## src/rtl/ex_muldiv_ctrl_pkg.sv

```systemverilog
// ex_muldiv_ctrl_pkg: shared definitions for the iterative RV32M multiply/divide unit.
//   - MD_MUL .. MD_REMU : operation codes (RV32M funct3)
//   - md_state_e        : sequencer states MD_IDLE / MD_CALC / MD_FIX
//   - MD_ITER           : number of radix-2 iterations (32)
//   - helpers classifying an op as divide and giving operand signedness
package ex_muldiv_ctrl_pkg;

  localparam logic [2:0] MD_MUL    = 3'b000;
  localparam logic [2:0] MD_MULH   = 3'b001;
  localparam logic [2:0] MD_MULHSU = 3'b010;
  localparam logic [2:0] MD_MULHU  = 3'b011;
  localparam logic [2:0] MD_DIV    = 3'b100;
  localparam logic [2:0] MD_DIVU   = 3'b101;
  localparam logic [2:0] MD_REM    = 3'b110;
  localparam logic [2:0] MD_REMU   = 3'b111;

  typedef enum logic [1:0] {
    MD_IDLE = 2'd0,
    MD_CALC = 2'd1,
    MD_FIX  = 2'd2
  } md_state_e;

  localparam int unsigned MD_ITER = 32;

  function automatic logic md_is_div(input logic [2:0] op);
    return op[2];
  endfunction

  // rs1 is treated as signed for MULH, MULHSU, DIV and REM
  function automatic logic md_a_signed(input logic [2:0] op);
    logic s;
    case (op)
      MD_MULH, MD_MULHSU, MD_DIV, MD_REM: s = 1'b1;
      default:                            s = 1'b0;
    endcase
    return s;
  endfunction

  // rs2 is treated as signed for MULH, DIV and REM
  function automatic logic md_b_signed(input logic [2:0] op);
    logic s;
    case (op)
      MD_MULH, MD_DIV, MD_REM: s = 1'b1;
      default:                 s = 1'b0;
    endcase
    return s;
  endfunction

endpackage

```

## src/rtl/muldiv_datapath.sv

```systemverilog
// muldiv_datapath: 64-bit accumulator/shift register, adder/subtractor and
// negators of the iterative multiply/divide unit.
//   clk, reset_n          : clock, asynchronous active-low reset
//   load_i                : capture |operands| and sign flags from op_i/operand*_i
//   step_i                : perform one radix-2 iteration for op_q_i
//   op_i                  : op presented with the start request
//   op_q_i                : op of the operation in flight (selects step/result)
//   operand1_i/operand2_i : rs1 / rs2 values
//   fast_o                : op_i completes without iterating (IDLE -> FIX)
//   result_o              : sign-corrected, op-selected result (valid in FIX)
// Macro MULDIV_DIV_EN: when undefined, the divide step and fast-path
// comparators are left out and divide ops produce 0.
module muldiv_datapath
  import ex_muldiv_ctrl_pkg::*;
(
  input  logic        clk,
  input  logic        reset_n,
  input  logic        load_i,
  input  logic        step_i,
  input  logic [2:0]  op_i,
  input  logic [2:0]  op_q_i,
  input  logic [31:0] operand1_i,
  input  logic [31:0] operand2_i,
  output logic        fast_o,
  output logic [31:0] result_o
);

  logic [63:0] acc_q, acc_d;
  logic [31:0] b_q, b_d;
  logic        neg_q, neg_d;
  logic        neg_rem_q, neg_rem_d;

  logic        a_neg, b_neg;
  logic [31:0] a_abs, b_abs;
  logic [31:0] mcand;
  logic [32:0] sum;
`ifdef MULDIV_DIV_EN
  logic        div_zero, div_ovf;
  logic [33:0] diff;
`endif

  always_comb begin
    a_neg = md_a_signed(op_i) & operand1_i[31];
    b_neg = md_b_signed(op_i) & operand2_i[31];
    a_abs = a_neg ? -operand1_i : operand1_i;
    b_abs = b_neg ? -operand2_i : operand2_i;
`ifdef MULDIV_DIV_EN
    div_zero = md_is_div(op_i) && (operand2_i == '0);
    div_ovf  = ((op_i == MD_DIV) || (op_i == MD_REM)) &&
               (operand1_i == 32'h8000_0000) && (operand2_i == '1);
    fast_o   = div_zero | div_ovf;
`else
    fast_o   = md_is_div(op_i);
`endif
  end

  always_comb begin
    acc_d     = acc_q;
    b_d       = b_q;
    neg_d     = neg_q;
    neg_rem_d = neg_rem_q;
    mcand     = acc_q[0] ? b_q : '0;
    sum       = {1'b0, acc_q[63:32]} + {1'b0, mcand};
`ifdef MULDIV_DIV_EN
    diff      = {1'b0, acc_q[63:31]} - {2'b00, b_q};
`endif
    if (load_i) begin
      b_d       = b_abs;
      neg_d     = a_neg ^ b_neg;
      neg_rem_d = a_neg;
      acc_d     = {32'h0, a_abs};
      // Fast-path results are preloaded so FIX selects them unchanged:
      // remainder in the high half, quotient in the low half, no negation.
`ifdef MULDIV_DIV_EN
      if (div_zero) begin
        acc_d     = {operand1_i, 32'hFFFF_FFFF};
        neg_d     = 1'b0;
        neg_rem_d = 1'b0;
      end else if (div_ovf) begin
        acc_d     = {32'h0, 32'h8000_0000};
        neg_d     = 1'b0;
        neg_rem_d = 1'b0;
      end
`else
      if (md_is_div(op_i)) begin
        acc_d     = '0;
        neg_d     = 1'b0;
        neg_rem_d = 1'b0;
      end
`endif
    end else if (step_i) begin
`ifdef MULDIV_DIV_EN
      if (md_is_div(op_q_i)) begin
        // acc_q[63:31] is the 33-bit shifted partial remainder
        if (!diff[33]) acc_d = {diff[31:0], acc_q[30:0], 1'b1};
        else           acc_d = {acc_q[62:0], 1'b0};
      end else
`endif
      begin
        // product high half accumulates; multiplier shifts out of the LSB
        acc_d = {sum, acc_q[31:1]};
      end
    end
  end

  always_ff @(posedge clk or negedge reset_n) begin
    if (!reset_n) begin
      acc_q     <= '0;
      b_q       <= '0;
      neg_q     <= 1'b0;
      neg_rem_q <= 1'b0;
    end else begin
      acc_q     <= acc_d;
      b_q       <= b_d;
      neg_q     <= neg_d;
      neg_rem_q <= neg_rem_d;
    end
  end

  logic [63:0] prod;
  logic [31:0] quot, rem;

  always_comb begin
    prod = neg_q ? -acc_q : acc_q;
    quot = neg_q ? -acc_q[31:0] : acc_q[31:0];
    rem  = neg_rem_q ? -acc_q[63:32] : acc_q[63:32];
    case (op_q_i)
      MD_MUL:                       result_o = prod[31:0];
      MD_MULH, MD_MULHSU, MD_MULHU: result_o = prod[63:32];
      MD_DIV, MD_DIVU:              result_o = quot;
      MD_REM, MD_REMU:              result_o = rem;
      default:                      result_o = '0;
    endcase
  end

endmodule

```

## src/rtl/ex_muldiv_ctrl.sv

```systemverilog
// ex_muldiv_ctrl: iterative RV32M multiply/divide sequencer for the EX stage.
//   clk, reset_n          : clock, asynchronous active-low reset
//   start_i, op_i         : request and RV32M funct3 op, sampled in IDLE
//   operand1_i/operand2_i : forwarded rs1 / rs2
//   rd_i                  : destination register, captured at start
//   kill_i                : pipeline flush, aborts without done_o
//   busy_o                : registered, state != IDLE
//   stall_o               : combinational (start_i & ~kill_i) | busy_o
//   done_o                : registered one-cycle result-valid pulse
//   result_o, rd_o        : registered result and destination, held to next done_o
// Macro MULDIV_DIV_EN enables the divide hardware; without it divide ops
// finish one cycle after start with result 0.
module ex_muldiv_ctrl
  import ex_muldiv_ctrl_pkg::*;
(
  input  logic        clk,
  input  logic        reset_n,
  input  logic        start_i,
  input  logic [2:0]  op_i,
  input  logic [31:0] operand1_i,
  input  logic [31:0] operand2_i,
  input  logic [4:0]  rd_i,
  input  logic        kill_i,
  output logic        busy_o,
  output logic        stall_o,
  output logic        done_o,
  output logic [31:0] result_o,
  output logic [4:0]  rd_o
);

  md_state_e   state_q, state_d;
  logic [4:0]  cnt_q, cnt_d;
  logic [2:0]  op_q, op_d;
  logic [4:0]  rd_q, rd_d;
  logic        busy_q, busy_d;
  logic        done_q, done_d;
  logic [31:0] result_q, result_d;
  logic [4:0]  rd_out_q, rd_out_d;

  logic        load, step, fast;
  logic [31:0] dp_result;

  assign load = (state_q == MD_IDLE) && start_i && !kill_i;
  assign step = (state_q == MD_CALC) && !kill_i;

  muldiv_datapath u_datapath (
    .clk        (clk),
    .reset_n    (reset_n),
    .load_i     (load),
    .step_i     (step),
    .op_i       (op_i),
    .op_q_i     (op_q),
    .operand1_i (operand1_i),
    .operand2_i (operand2_i),
    .fast_o     (fast),
    .result_o   (dp_result)
  );

  always_comb begin
    state_d  = state_q;
    cnt_d    = cnt_q;
    op_d     = op_q;
    rd_d     = rd_q;
    done_d   = 1'b0;
    result_d = result_q;
    rd_out_d = rd_out_q;
    case (state_q)
      MD_IDLE: begin
        if (start_i) begin
          op_d    = op_i;
          rd_d    = rd_i;
          cnt_d   = '0;
          state_d = fast ? MD_FIX : MD_CALC;
        end
      end
      MD_CALC: begin
        cnt_d = cnt_q + 5'd1;
        if (cnt_q == 5'(MD_ITER - 1)) state_d = MD_FIX;
      end
      MD_FIX: begin
        result_d = dp_result;
        rd_out_d = rd_q;
        done_d   = 1'b1;
        state_d  = MD_IDLE;
      end
      default: state_d = MD_IDLE;
    endcase
    // Flush overrides everything, including a start presented in IDLE.
    if (kill_i) begin
      state_d  = MD_IDLE;
      cnt_d    = '0;
      op_d     = op_q;
      rd_d     = rd_q;
      done_d   = 1'b0;
      result_d = result_q;
      rd_out_d = rd_out_q;
    end
    busy_d = (state_d != MD_IDLE);
  end

  always_ff @(posedge clk or negedge reset_n) begin
    if (!reset_n) begin
      state_q  <= MD_IDLE;
      cnt_q    <= '0;
      op_q     <= '0;
      rd_q     <= '0;
      busy_q   <= 1'b0;
      done_q   <= 1'b0;
      result_q <= '0;
      rd_out_q <= '0;
    end else begin
      state_q  <= state_d;
      cnt_q    <= cnt_d;
      op_q     <= op_d;
      rd_q     <= rd_d;
      busy_q   <= busy_d;
      done_q   <= done_d;
      result_q <= result_d;
      rd_out_q <= rd_out_d;
    end
  end

  assign busy_o   = busy_q;
  assign stall_o  = (start_i & ~kill_i) | busy_q;
  assign done_o   = done_q;
  assign result_o = result_q;
  assign rd_o     = rd_out_q;

endmodule

```

## config.mk

```make
export PLATFORM = sky130hd
export DESIGN_NAME = ex_muldiv_ctrl
export DESIGN_NICKNAME = d
export VERILOG_FILES = /design/src/rtl/ex_muldiv_ctrl_pkg.sv /design/src/rtl/muldiv_datapath.sv /design/src/rtl/ex_muldiv_ctrl.sv
export SDC_FILE = /design/constraint.sdc
export NUM_CORES = 1
export LEC_CHECK = 0
export CAP_MARGIN = 5
export CORE_ASPECT_RATIO = 1.4
export CORE_MARGIN = 2
export CORE_UTILIZATION = 55
export CTS_BUF_LIST = sky130_fd_sc_hd__clkbuf_4
export CTS_CLUSTER_SIZE = 24
export DETAILED_ROUTE_END_ITERATION = 10
export HOLD_SLACK_MARGIN = 0.02
export MAX_ROUTING_LAYER = met4
export PLACE_DENSITY_LB_ADDON = 0.25
export SLEW_MARGIN = 20
export SYNTH_ARGS = -nofsm -noshare
export SYNTH_HDL_FRONTEND = slang
export SYNTH_SLANG_ARGS = --single-unit
export TNS_END_PERCENT = 50
```

## constraint.sdc

```tcl
create_clock -name clk -period 8.9 [get_ports clk]
set_clock_uncertainty 0.05 [all_clocks]
set_input_delay 1.78 -clock clk [delete_from_list [all_inputs] [get_ports clk]]
set_output_delay 1.78 -clock clk [all_outputs]
set_load 0.01 [all_outputs]
```

==> flow_summary.ini <==
[routing]
wire_per_inst_um = 17.9
postRouteAntennaNets = 0
viasPerCell = 6.12
dr.pass1.iters = 5
drt_iter0_markers = 846
drc = 0
wl_mm = 31.3
vias = 10700

[setup_path]
critical_path_class = input pin to output port
path_common_cell = clkdlybuf4s50_1
cp_num_buf_inv = 3
reg2regPathDepth = 9
crit_fanout = 8
worst_ep_required_time_ns = 7.07
cpPeakStageDelay_ns = 0.67
crit_slowest_cell = clkdlybuf4s50_1
worstReg2RegEnd = result_o[21]$_DFFE_PN0P_
r2r-start = u_datapath.acc_q[19]$_DFFE_PN0P_
crit_arrival_ns = 3.27
path_cells = clkdlybuf4s50_1 -> inv_1 -> a21o_1 -> clkdlybuf4s50_1
start_kind = input pin
critPathCaptureType = output port
r2r_slack_ns = 5.10
critical_path.top_delay_family = buffers and inverters
crit_path_start = kill_i

[sta]
setup_violations = 0
tightestPinTransition_ns = 1.12
slew_viol_final = 0
setup_tns_ns = 0
max_freq_ghz = 0.196
fin_ws_ns = 3.80
hold-worst-slack_ns = 0.432
period_share_pct = 57.3
post-route-min-period_ns = 5.10
relSlewSlack_pct = 25.2
rsz0062_at_grt = no
finalHoldViolCount = 0

[global_route]
grt_overflow = 0
grt_pass1_vias = 10200
grt_max_degree = 88
grt_usage_pct = 29.7
grt_pass1_wl_mm = 51.1
grt_antenna_before_repair = 1

[cts]
cts.sinks = 152
post_cts_buffers = 0
ctsResizeCount = 0
numCtsBuffers = 17
cts_hold_buffers = 0
cts_tree = yes
ctsRootBufferMaster = clkbuf_4
ctsHtreeMaxLevel = 4
clkLatencyLatePin_ns = 0.58
clockBufferDepth = 2
cts.clk_slew.worst_paths_ns = 0.12

[worst_hold_path]
hp-class = flop to flop
min_from = u_datapath.b_q[20]$_DFFE_PN0P_
min_to = u_datapath.b_q[20]$_DFFE_PN0P_
min_path_cells = 2

[place]
dp_slack_ns = 3.54
place_congestion = 0.960
dp.final_hpwl_mm = 23.4
port_buffers = 115

[yosys]
ys_ff_latch = 152
yosys.area_share.xor_xnor_pct = 12.6
yosysWarnings = 0
synth_compound_area_share_pct = 23.2
synthMuxAreaShare_pct = 1.47
synth_top_area_share_pct = 33.4
synth_edf_count = 0
ys.flop_type = dfrtp_1
synth_seq_area_share_pct = 33.4
async_reset_ff_share_pct = 100
synth_cell_types = 67
yosys.area.top_type = dfrtp_1
synth_top_family_by_area = compound AO/OA/AOI/OAI gates
synth_area_sq_um = 11400
synth-simple-area-share_pct = 21.4
synth_nets = 1533
avgSynthCellArea_sq_um = 8.04
synthTopCellsByArea = dfrtp_1 (33%), xor2_1 (7.5%), o21ai_0 (6.2%)
synthCells = 1418
synthAdderAreaFrac_pct = 4.35

[layout]
drive_gt1_share_pct = 4.43
multi_input_area_sq_um = 7190
nNetsFinal = 1593
area.growth.synth_to_final_pct = 13.4
fill_cells = 1850
seq_area_sq_um = 3800

[floorplanning]
start_util_pct = 55.9
die-area_sq_um = 21900
fp.dieH_um = 174
fp-row-count = 62
core_area_sq_um = 20400
die_w_um = 126
io-pin-count = 116

[pwr]
p_per_area_nw_per_um2 = 201
p_leak_nw = 5.34
p_total_mw = 2.60
ir_drop_mv = 0.103

[status]
status = complete, no violations

[flow_run]
maxCapViolCount = 0
## worst register-to-register path, cell delays in order, from the launching register on
cell and delay [ns]:
dfrtp_1 0.48, or4_1 0.67, nor4b_4 0.36, nand4_1 0.62, or2_1 0.51, or3_4 0.38, o41ai_4 0.23, xnor2_1 0.11
a21oi_1 0.15, a21oi_1 0.08
## per-layer routing
layer  vias up  wire length (um)  track usage [%]
met1      5041             12500             34.5
met4         0              1750             16.4
met2       345             15600             49.7
met5         -                 0                -
li1       5203                 -                -
met3        92              1430             3.54
## layout by cell type (no fill, tap or decap), types with 5 or more instances in the layout
cell,Yosys,routed
nor3_1,24,24
nand2_1,143,143
o21bai_1,7,7
nor2b_1,11,11
and3_1,8,8
or2_2,7,7
dfrtp_1,152,152
nor4_1,15,15
nand2b_1,15,15
mux2_2,6,6
nand3_1,31,30
o21ai_0,141,141
o31ai_1,25,25
o211ai_1,6,6
or3_1,12,12
o41ai_1,10,10
buf_4,1,9
nand4_1,14,14
o22ai_1,30,30
a221oi_1,22,22
and2_1,41,41
a21oi_1,129,129
inv_1,22,22
or4_1,17,17
a21o_1,19,19
clkdlybuf4s50_1,0,114
xor2_1,97,97
xnor2_1,67,67
ha_1,38,38
a22oi_1,5,5
a31oi_1,7,7
nor2_1,149,148
mux2i_1,10,10
clkbuf_4,0,19
## area by class of cell
type | count | area share, %
Antenna cell | 1 | 0.0194
Clock buffer | 19 | 1.10
Clock inverter | 11 | 1.03
Inverter | 23 | 0.668
Multi-Input combinational cell | 1158 | 55.6
Sequential cell | 152 | 29.4
Tap cell | 256 | 2.48
Timing Repair Buffer | 126 | 9.64
## power breakdown
group | switching, mW | internal (mW) | total, mW
registers | 0.200 | 0.854 | 1.05
logic | 0.611 | 0.500 | 1.11
clock network | 0.242 | 0.194 | 0.436
## flip-flops by register name, indices dropped and copies added, names as in the netlist
name / flops
done_o: 1
rd_o: 5
result_o: 32
rd_q: 5
state_q: 2
u_datapath.neg_rem_q: 1
busy_o: 1
u_datapath.b_q: 32
u_datapath.neg_q: 1
cnt_q: 5
op_q: 3
u_datapath.acc_q: 64
## Yosys cell counts (10+ instances only)
library cell,n
a21o_1,19
a21oi_1,129
a221oi_1,22
and2_1,41
clkbuf_1,74
dfrtp_1,152
ha_1,38
inv_1,22
mux2i_1,10
nand2_1,143
nand2b_1,15
nand3_1,31
nand4_1,14
nor2_1,149
nor2b_1,11
nor3_1,24
nor4_1,15
o21ai_0,141
o22ai_1,30
o31ai_1,25
o41ai_1,10
or3_1,12
or4_1,17
xnor2_1,67
xor2_1,97
## stage by stage
step	utilization (%)	instances	area (sq um)
after CTS	63.3	1744	12900
after global placement	61.9	1714	12600
final	63.4	1746	12900
after detailed placement	61.9	1714	12600
after floorplan	-	1418	11400
after global routing	63.4	1746	12900
## logic make-up (layout without fill, tap and decap cells)
| logic type | after synthesis | after routing |
|---|---|---|
| muxes | 16 | 16 |
| AOI/OAI and AO/OA | 436 | 436 |
| and+or+nand+nor | 503 | 503 |
| other | 0 | 1 |
| adders and majority gates | 39 | 39 |
| buffers and inverters | 108 | 179 |
| xor gates and xnor gates | 164 | 164 |
| DFF | 152 | 152 |
## how the worst max path moves through the flow
stage                                             endpoint  slack, ns  depth (start not counted)
final                                              stall_o       3.80                          4
after global routing                               stall_o       3.73                          4
after CTS                                          stall_o       3.81                          4
after detailed placement  u_datapath.acc_q[23]$_DFFE_PN0P_       3.54                          9
after global placement    u_datapath.acc_q[28]$_DFFE_PN0P_       3.68                          9
after floorplan                                    stall_o       4.79                          3
Power figures use the tool's default switching activity.
